## config.mk

```make
export PLATFORM = sky130hd
export DESIGN_NAME = alu_op_sequencer
export DESIGN_NICKNAME = d
export VERILOG_FILES = /design/src/rtl/alu_pkg.sv /design/src/rtl/alu_cmd_fifo.sv /design/src/rtl/alu_op_sequencer.sv
export SDC_FILE = /design/constraint.sdc
export NUM_CORES = 1
export LEC_CHECK = 0
export CORE_MARGIN = 3
export CORE_UTILIZATION = 55
export CTS_CLUSTER_DIAMETER = 40
export DETAILED_ROUTE_END_ITERATION = 12
export PLACE_DENSITY_LB_ADDON = 0.05
export SYNTH_ARGS = -nofsm -noshare
export SYNTH_HDL_FRONTEND = slang
export SYNTH_SLANG_ARGS = --single-unit
```

## constraint.sdc

```tcl
create_clock -name clk -period 4 [get_ports clk]
set_input_delay 0.8 -clock clk [delete_from_list [all_inputs] [get_ports clk]]
set_output_delay 0.8 -clock clk [all_outputs]
set_load 0.02 [all_outputs]
```

## src/rtl/alu_pkg.sv

```systemverilog
// Shared definitions for the 4-bit ALU command path.
// Contents:
//   - opcode localparams (sel[3]=0 arithmetic group, sel[3]=1 logic group)
//   - command word width and field offsets for the {sel,a,b} command word
//   - operand/result widths
//   - FSM state encoding used by alu_op_sequencer
package alu_pkg;

  localparam int SEL_W  = 4;
  localparam int OPND_W = 4;
  localparam int RES_W  = 8;
  localparam int CMD_W  = 12;

  // Command word layout: {sel, a, b}
  localparam int CMD_B_LSB   = 0;
  localparam int CMD_A_LSB   = 4;
  localparam int CMD_SEL_LSB = 8;

  // Arithmetic group
  localparam logic [3:0] OP_INCA = 4'b0000;
  localparam logic [3:0] OP_INCB = 4'b0001;
  localparam logic [3:0] OP_DECA = 4'b0010;
  localparam logic [3:0] OP_DECB = 4'b0011;
  localparam logic [3:0] OP_SUB  = 4'b0100;
  localparam logic [3:0] OP_MUL  = 4'b0101;
  localparam logic [3:0] OP_ADD  = 4'b0110;
  localparam logic [3:0] OP_NEGA = 4'b0111;
  // Logic group
  localparam logic [3:0] OP_NOTA = 4'b1000;
  localparam logic [3:0] OP_NOTB = 4'b1001;
  localparam logic [3:0] OP_AND  = 4'b1010;
  localparam logic [3:0] OP_OR   = 4'b1011;
  localparam logic [3:0] OP_XOR  = 4'b1100;
  localparam logic [3:0] OP_NAND = 4'b1101;
  localparam logic [3:0] OP_XNOR = 4'b1110;
  localparam logic [3:0] OP_NOR  = 4'b1111;

  typedef enum logic [1:0] {
    ST_IDLE = 2'd0,
    ST_WAIT = 2'd1,
    ST_DONE = 2'd2
  } seq_state_t;

endpackage

```

## src/rtl/alu_cmd_fifo.sv

```systemverilog
// DEPTH x CMD_W synchronous command FIFO.
// Ports:
//   clk, rst     clock, synchronous active-high reset (empties the FIFO)
//   push, wdata  write request and command word; ignored while full
//   pop          read request; ignored while empty
//   rdata        head-of-queue command word (valid while !empty)
//   full, empty  occupancy flags, derived from registered pointers only
module alu_cmd_fifo
  import alu_pkg::*;
#(
  parameter int DEPTH = 4
) (
  input  logic             clk,
  input  logic             rst,
  input  logic             push,
  input  logic [CMD_W-1:0] wdata,
  input  logic             pop,
  output logic [CMD_W-1:0] rdata,
  output logic             full,
  output logic             empty
);

  localparam int AW = $clog2(DEPTH);

  // Pointers carry one extra wrap bit so full and empty are distinguishable.
  logic [AW:0]      wr_ptr;
  logic [AW:0]      rd_ptr;
  logic [CMD_W-1:0] mem [DEPTH];

  always_comb begin
    empty = (wr_ptr == rd_ptr);
    full  = (wr_ptr[AW] != rd_ptr[AW]) && (wr_ptr[AW-1:0] == rd_ptr[AW-1:0]);
    rdata = mem[rd_ptr[AW-1:0]];
  end

  always_ff @(posedge clk) begin
    if (rst) begin
      wr_ptr <= '0;
      rd_ptr <= '0;
    end else begin
      if (push && !full) wr_ptr <= wr_ptr + 1'b1;
      if (pop && !empty) rd_ptr <= rd_ptr + 1'b1;
    end
  end

  // Storage is not reset; the pointers alone define what is valid.
  always_ff @(posedge clk) begin
    if (push && !full && !rst) mem[wr_ptr[AW-1:0]] <= wdata;
  end

endmodule

```

## src/rtl/alu_op_sequencer.sv

```systemverilog
// Command stage in front of the 4-bit ALU.
// Buffers {sel,a,b} commands, issues one at a time on registered ALU operand
// lines, samples alu_y ALU_LATENCY edges after issue and returns it through a
// valid/ready result port.
// Ports:
//   clk, rst                         clock, synchronous active-high reset
//   cmd_valid/cmd_ready              command handshake (cmd_ready = !full)
//   cmd_sel, cmd_a, cmd_b            command fields
//   alu_a, alu_b, alu_sel            registered operands to the ALU
//   alu_y                            ALU result
//   res_valid/res_ready              result handshake
//   res_y, res_sel                   captured result and its opcode
//   ops_done                         count of accepted results (wraps)
module alu_op_sequencer
  import alu_pkg::*;
#(
  parameter int DEPTH       = 4,
  parameter int ALU_LATENCY = 2
) (
  input  logic                     clk,
  input  logic                     rst,
  input  logic                     cmd_valid,
  output logic                     cmd_ready,
  input  logic        [SEL_W-1:0]  cmd_sel,
  input  logic signed [OPND_W-1:0] cmd_a,
  input  logic signed [OPND_W-1:0] cmd_b,
  output logic signed [OPND_W-1:0] alu_a,
  output logic signed [OPND_W-1:0] alu_b,
  output logic        [SEL_W-1:0]  alu_sel,
  input  logic signed [RES_W-1:0]  alu_y,
  output logic                     res_valid,
  input  logic                     res_ready,
  output logic signed [RES_W-1:0]  res_y,
  output logic        [SEL_W-1:0]  res_sel,
  output logic        [15:0]       ops_done
);

  localparam int WCNT_W = $clog2(ALU_LATENCY + 1);

  seq_state_t       state;
  seq_state_t       state_nxt;
  logic [WCNT_W-1:0] wcnt;
  logic             issue;
  logic             capture;
  logic             accept;
  logic             full;
  logic             empty;
  logic [CMD_W-1:0] head;
  logic [CMD_W-1:0] cmd_word;

  assign cmd_word  = {cmd_sel, cmd_a, cmd_b};
  assign cmd_ready = !full;

  alu_cmd_fifo #(.DEPTH(DEPTH)) u_fifo (
    .clk   (clk),
    .rst   (rst),
    .push  (cmd_valid),
    .wdata (cmd_word),
    .pop   (issue),
    .rdata (head),
    .full  (full),
    .empty (empty)
  );

  // State register
  always_ff @(posedge clk) begin
    if (rst) state <= ST_IDLE;
    else     state <= state_nxt;
  end

  // Control decode: issue pops the FIFO and loads operands, capture samples
  // alu_y, accept completes the result handshake.
  always_comb begin
    issue   = 1'b0;
    capture = 1'b0;
    accept  = 1'b0;
    unique case (state)
      ST_IDLE: issue   = !empty;
      ST_WAIT: capture = (wcnt == WCNT_W'(1));
      ST_DONE: begin
        accept = res_ready;
        issue  = res_ready && !empty;
      end
      default: ;
    endcase
  end

  // Next state
  always_comb begin
    state_nxt = state;
    unique case (state)
      ST_IDLE: if (issue)   state_nxt = ST_WAIT;
      ST_WAIT: if (capture) state_nxt = ST_DONE;
      ST_DONE: if (accept)  state_nxt = issue ? ST_WAIT : ST_IDLE;
      default: state_nxt = ST_IDLE;
    endcase
  end

  // Operand registers change only on issue, so the ALU sees stable inputs
  // for the whole wait and while a result is held.
  always_ff @(posedge clk) begin
    if (rst) begin
      alu_a   <= '0;
      alu_b   <= '0;
      alu_sel <= '0;
      wcnt    <= '0;
    end else if (issue) begin
      alu_sel <= head[CMD_SEL_LSB +: SEL_W];
      alu_a   <= $signed(head[CMD_A_LSB +: OPND_W]);
      alu_b   <= $signed(head[CMD_B_LSB +: OPND_W]);
      wcnt    <= WCNT_W'(ALU_LATENCY);
    end else if (state == ST_WAIT) begin
      wcnt    <= wcnt - 1'b1;
    end
  end

  // Result registers
  always_ff @(posedge clk) begin
    if (rst) begin
      res_valid <= 1'b0;
      res_y     <= '0;
      res_sel   <= '0;
      ops_done  <= '0;
    end else begin
      if (capture) begin
        res_y     <= alu_y;
        res_sel   <= alu_sel;
        res_valid <= 1'b1;
      end else if (accept) begin
        res_valid <= 1'b0;
      end
      if (accept) ops_done <= ops_done + 1'b1;
    end
  end

endmodule

```

==> flow_summary.json, run 1 <==
{
  "wire_per_inst_um": 15.1,
  "syn_to_final_growth_pct": 24.0,
  "slowest_delay_ps": 600,
  "muxShareOfSynthArea": 0.0748,
  "maxCapViolCount": 0,
  "synthFlopType": "dfxtp_1",
  "drt_iter0_markers": 87,
  "nNetsFinal": 418,
  "via_per_inst": 5.27,
  "synth.top_cells.by_area": "edfxtp_1 (37%), dfxtp_1 (26%), mux4_2 (7.0%)",
  "core_mm2": 0.00660,
  "maxSlewViolCount": 0,
  "multi_input_area_mm2": 0.00133,
  "max-clock-path-buffers": 2,
  "yosys.cell_types.count": 35,
  "yosysSeqAreaShare": 0.635,
  "nFillCells": 487,
  "synth_top_family_by_area": "simple AND/OR/NAND/NOR gates",
  "leakage_nw": 1.60,
  "synth_edf_count": 48,
  "synth.avg_cell_area_um2": 12.1,
  "total_power_mw": 2.47,
  "synth.most_common_cell": "nand2_1",
  "hpwlAfterDp_um": 4790,
  "ios": 66,
  "postRouteWirelength_um": 7310,
  "synthArstFlopShare": 0,
  "yosysWarnings": 0,
  "h-tree-depth": 3,
  "fin_area_mm2": 0.00481,
  "first_pass_iters": 4,
  "clkSlewWorstSetupHoldPaths_ps": 90,
  "ir_drop_mv": 0.295,
  "arrival_ps": 2020,
  "cpMaxStageDelayCell": "clkdlybuf4s50_1",
  "drive_gt1_frac": 0.115,
  "crit_family": "buffers and inverters",
  "synth_fp_nets": 352,
  "tritoncts": "yes",
  "timing.hold.ws_ps": 458,
  "cts_sinks": 99,
  "netlist_instances": 321,
  "diodes": 0,
  "yosys.area_share.adder": 0.0226,
  "placed_cell_area_mm2": 0.00462,
  "insertion_delay_ps": 370,
  "powerDensity_mw_per_mm2": 514,
  "grt_pass1_wl_um": 12100,
  "startpoint_type": "register",
  "grt-ovfl-total": 0,
  "yosysTopAreaCellShare": 0.372,
  "cts_hold_buf": 0,
  "crit_path_cell_trace": "xnor2_1, nand3_1, clkdlybuf4s50_1",
  "drc": 0,
  "critPathKind": "register to output pin",
  "numCtsBuffers": 9,
  "end_kind": "output pin",
  "ant_nets": 0,
  "grt_usage": 0.190,
  "dieArea_mm2": 0.00810,
  "min_path_type": "register to register",
  "cp_num_buf_inv": 1,
  "synth_area_leader_cell": "edfxtp_1",
  "rsz0062_at_grt": "no",
  "synthTopCellsByCount": "nand2_1 (60), dfxtp_1 (51), edfxtp_1 (48), a21oi_1 (36), nor2_1 (19)",
  "netlist_area_mm2": 0.00388,
  "period_needed_ps": 2820,
  "antenna_found_initial": 0,
  "grt_max_degree": 56,
  "clockRootBuffer": "clkbuf_8",
  "synth-seq-cells": 99,
  "cp.required_ps": 3200,
  "dieWidth_um": 90.0,
  "synth-xor-area-share": 0.0406,
  "setup_viol": 0,
  "fmax_mhz": 354,
  "tightest_slew_ps": 1000,
  "dieHeight_um": 90.0,
  "synth_compound_area_frac": 0.0671,
  "post_cts_buffers": 0,
  "setup_tns_ps": 0,
  "cts_resized": 0,
  "area.sequential_mm2": 0.00246,
  "grt_pass1_vias": 2429,
  "gp_congestion": 0.751,
  "rows": 29,
  "slew_headroom": 0.333,
  "port_buffers": 65,
  "hold_violations": 0,
  "status": "completed",
  "finalCritPeriodShare": 0.706,
  "vias": 2557,
  "synth-simple-area-share": 0.136,
  "fin_skew_ps": 7.56,
  "initial_utilization": 0.587,
  "cp_max_fo": 5
}
[routing by layer]
| layer | part of all wire | track usage |
|---|---|---|
| met3 | 0.038 | 0.0401 |
| met2 | 0.49 | 0.311 |
| met1 | 0.45 | 0.244 |
| met4 | 0.020 | 0.0880 |
| met5 | 0 | 0 |
[final cells by class]
type,count,area share
flip-flops and latches,99,0.512
clock inverters,7,0.0125
inverters,9,0.00703
well taps,93,0.0242
multi-input cells,198,0.276
clock buffers,9,0.0258
repair buffers,70,0.142
[final timing paths]
| check | startpoint | to | slack [ps] | depth (start not counted) |
|---|---|---|---|---|
| worst min-delay path | res_y[3] | res_y[3] | 460 | 2 |
| worst max register to register | ops_done[3] | ops_done[15] | 2010 | 4 |
| worst min register to register | res_y[3] | res_y[3] | 460 | 2 |
| worst max-delay path | u_fifo.wr_ptr[1] | cmd_ready | 1180 | 3 |
[power by group]
group | switching (mW) | leakage [nW] | internal [mW] | total [mW]
clock network | 0.366 | 0.0901 | 0.238 | 0.604
registers | 0.0635 | 0.850 | 1.16 | 1.22
logic | 0.351 | 0.660 | 0.297 | 0.648
[sequential cells by signal, summed over array words and instances (netlist names)]
signal,flops
res_y,8
state,2
wcnt,2
u_fifo.rd_ptr,3
u_fifo.mem,48
ops_done,16
res_sel,4
res_valid,1
alu_sel,4
alu_b,4
u_fifo.wr_ptr,3
alu_a,4
[kinds of logic after synthesis]
group,after synthesis
simple gates,112
flops,99
compound gates,47
buf+inv,24
xor+xnor,18
mux,14
fa+ha+maj,7
[cells in the final DEF (no fill, tap or decap), types with 5 or more instances in the layout]
master           Yosys  layout
edfxtp_1            48      48
dfxtp_1             51      51
inv_1                9       9
xor2_1               6       6
nand3_1              6       6
xnor2_1             12      12
o21ai_0              5       5
nand2_1             60      60
clkdlybuf4s50_1      0      64
mux4_2              12      12
ha_1                 7       7
clkbuf_8             0       9
nor2_1              19      19
a21oi_1             36      36
buf_4                0       5
[per-stage QoR]
stage,util,worst slack (ps),std cells
after floorplan,-,1640,321
after global placement,0.700,1340,469
after detailed placement,0.700,1270,469
after CTS,0.728,1190,485
after global routing,0.728,1100,485
final,0.728,1180,485
[worst min-delay path, stage by stage, from the launching register on]
cell and delay [ps]:
dfxtp_1 320, nand2_1 50, a21oi_1 50
Power figures use the tool's default switching activity.
==> run 2: changes to the inputs <==
- CORE_UTILIZATION: 55 -> 52
- clock period: 4 -> 2.9 ns (I/O delays scaled with it)
==> run 2 against run 1 <==
Non-clock buffer count increased by 2. Clock power increased by 49%. Die area increased by 5.4%. Worst hold slack got worse by 0.77 ps. Sequential power increased by 38%.
==> flow_summary.json, run 2 (synthesis gave the netlist of run 1 again) <==
{
  "cp_max_fo": 5,
  "wire_per_inst_um": 14.7,
  "hold_violations": 0,
  "nNetsFinal": 420,
  "dieHeight_um": 92.4,
  "grt_max_degree": 50,
  "grt_pass1_wl_um": 11900,
  "diodes": 0,
  "arrival_ps": 1940,
  "cts_hold_buf": 0,
  "nFillCells": 573,
  "syn_to_final_growth_pct": 25.1,
  "cts_resized": 0,
  "largest_reg_flops": 48,
  "slew_headroom": 0.574,
  "cts_sinks": 99,
  "startpoint_type": "register",
  "status": "completed",
  "insertion_delay_ps": 350,
  "ant_nets": 0,
  "max-clock-path-buffers": 2,
  "postRouteWirelength_um": 7210,
  "grt-ovfl-total": 0,
  "maxSlewViolCount": 0,
  "setup_tns_ps": 0,
  "fin_skew_ps": 11.3,
  "setup_viol": 0,
  "port_buffers": 65,
  "rows": 30,
  "numCtsBuffers": 9,
  "finalCritPeriodShare": 0.871,
  "powerDensity_mw_per_mm2": 717,
  "vias": 2556,
  "final_core_util": 0.691,
  "ir_drop_mv": 0.415,
  "leakage_nw": 1.61,
  "dieWidth_um": 92.4,
  "drc": 0,
  "hpwlAfterDp_um": 4970,
  "layout_commonest_cell": "clkdlybuf4s50_1",
  "ios": 66,
  "critPathKind": "register to output pin",
  "placed_cell_area_mm2": 0.00464,
  "post_cts_buffers": 0,
  "initial_utilization": 0.553,
  "maxCapViolCount": 0,
  "end_kind": "output pin",
  "h-tree-depth": 3,
  "dieArea_mm2": 0.00853,
  "tritoncts": "yes",
  "min_path_type": "register to register",
  "drt_iter0_markers": 76,
  "rsz0062_at_grt": "no",
  "instances_no_fill": 490,
  "cp.required_ps": 2320,
  "period_needed_ps": 2520,
  "fin_area_mm2": 0.00485,
  "gp_congestion": 0.817,
  "multi_input_area_mm2": 0.00133,
  "grt_pass1_vias": 2449,
  "clkSlewWorstSetupHoldPaths_ps": 100,
  "via_per_inst": 5.22,
  "core_mm2": 0.00702,
  "drive_gt1_frac": 0.119,
  "area.sequential_mm2": 0.00246,
  "total_power_mw": 3.48,
  "first_pass_iters": 4,
  "fmax_mhz": 396,
  "mostFrequentLayoutCells": "clkdlybuf4s50_1 (64), nand2_1 (60), dfxtp_1 (51)",
  "clockRootBuffer": "clkbuf_8",
  "antenna_found_initial": 0,
  "dp_cells": 474,
  "grt_usage": 0.177,
  "tightest_slew_ps": 638
}
[run 2: cell types whose count changed in the layout (fill, tap and decap cells not counted), sizes merged]
cell,before,now
buf,6,8
bufinv,0,1
clkinv,1,0
clkinvlp,2,3
inv,13,12
[run 2: report_power, final]
| group | internal (mW) | switching, mW |
|---|---|---|
| clock | 0.413 | 0.483 |
| sequential | 1.60 | 0.0822 |
| combinational | 0.418 | 0.487 |
[run 2: through the flow]
| stage | setup slack (ps) | hold slack (ps) |
|---|---|---|
| 6_report | 375 | 457 |
| 3_5_place_dp | 425 | 447 |
| 4_1_cts | 370 | 457 |
| 3_3_place_gp | 474 | 442 |
| 2_1_floorplan | 600 | 495 |
| 5_1_grt | 232 | 459 |
[run 2: final timing paths]
kind	start	slack, ps	to	depth (start not counted)
max reg2reg	ops_done[3]	950	ops_done[15]	4
max	u_fifo.wr_ptr[0]	380	cmd_ready	3
min	res_y[3]	460	res_y[3]	2
min reg2reg	res_y[3]	460	res_y[3]	2
[run 2: per-layer routing]
metal | GRT usage | share of wire
met3 | 0.0487 | 0.048
met2 | 0.285 | 0.47
met1 | 0.237 | 0.47
met5 | 0 | 0
met4 | 0.0507 | 0.0085
[run 2: layout make-up]
type                            count  share of cell area
Clock inverter                      7              0.0173
Inverter                            9             0.00696
Multi-Input combinational cell    198               0.274
Clock buffer                        9              0.0255
Timing Repair Buffer               72               0.144
Tap cell                           96              0.0248
Sequential cell                    99               0.508
[run 2: worst max-delay path, cell delays in order, from the launching register on]
cell and delay, ps:
dfxtp_1 350, xnor2_1 420, nand3_1 230, clkdlybuf4s50_1 590
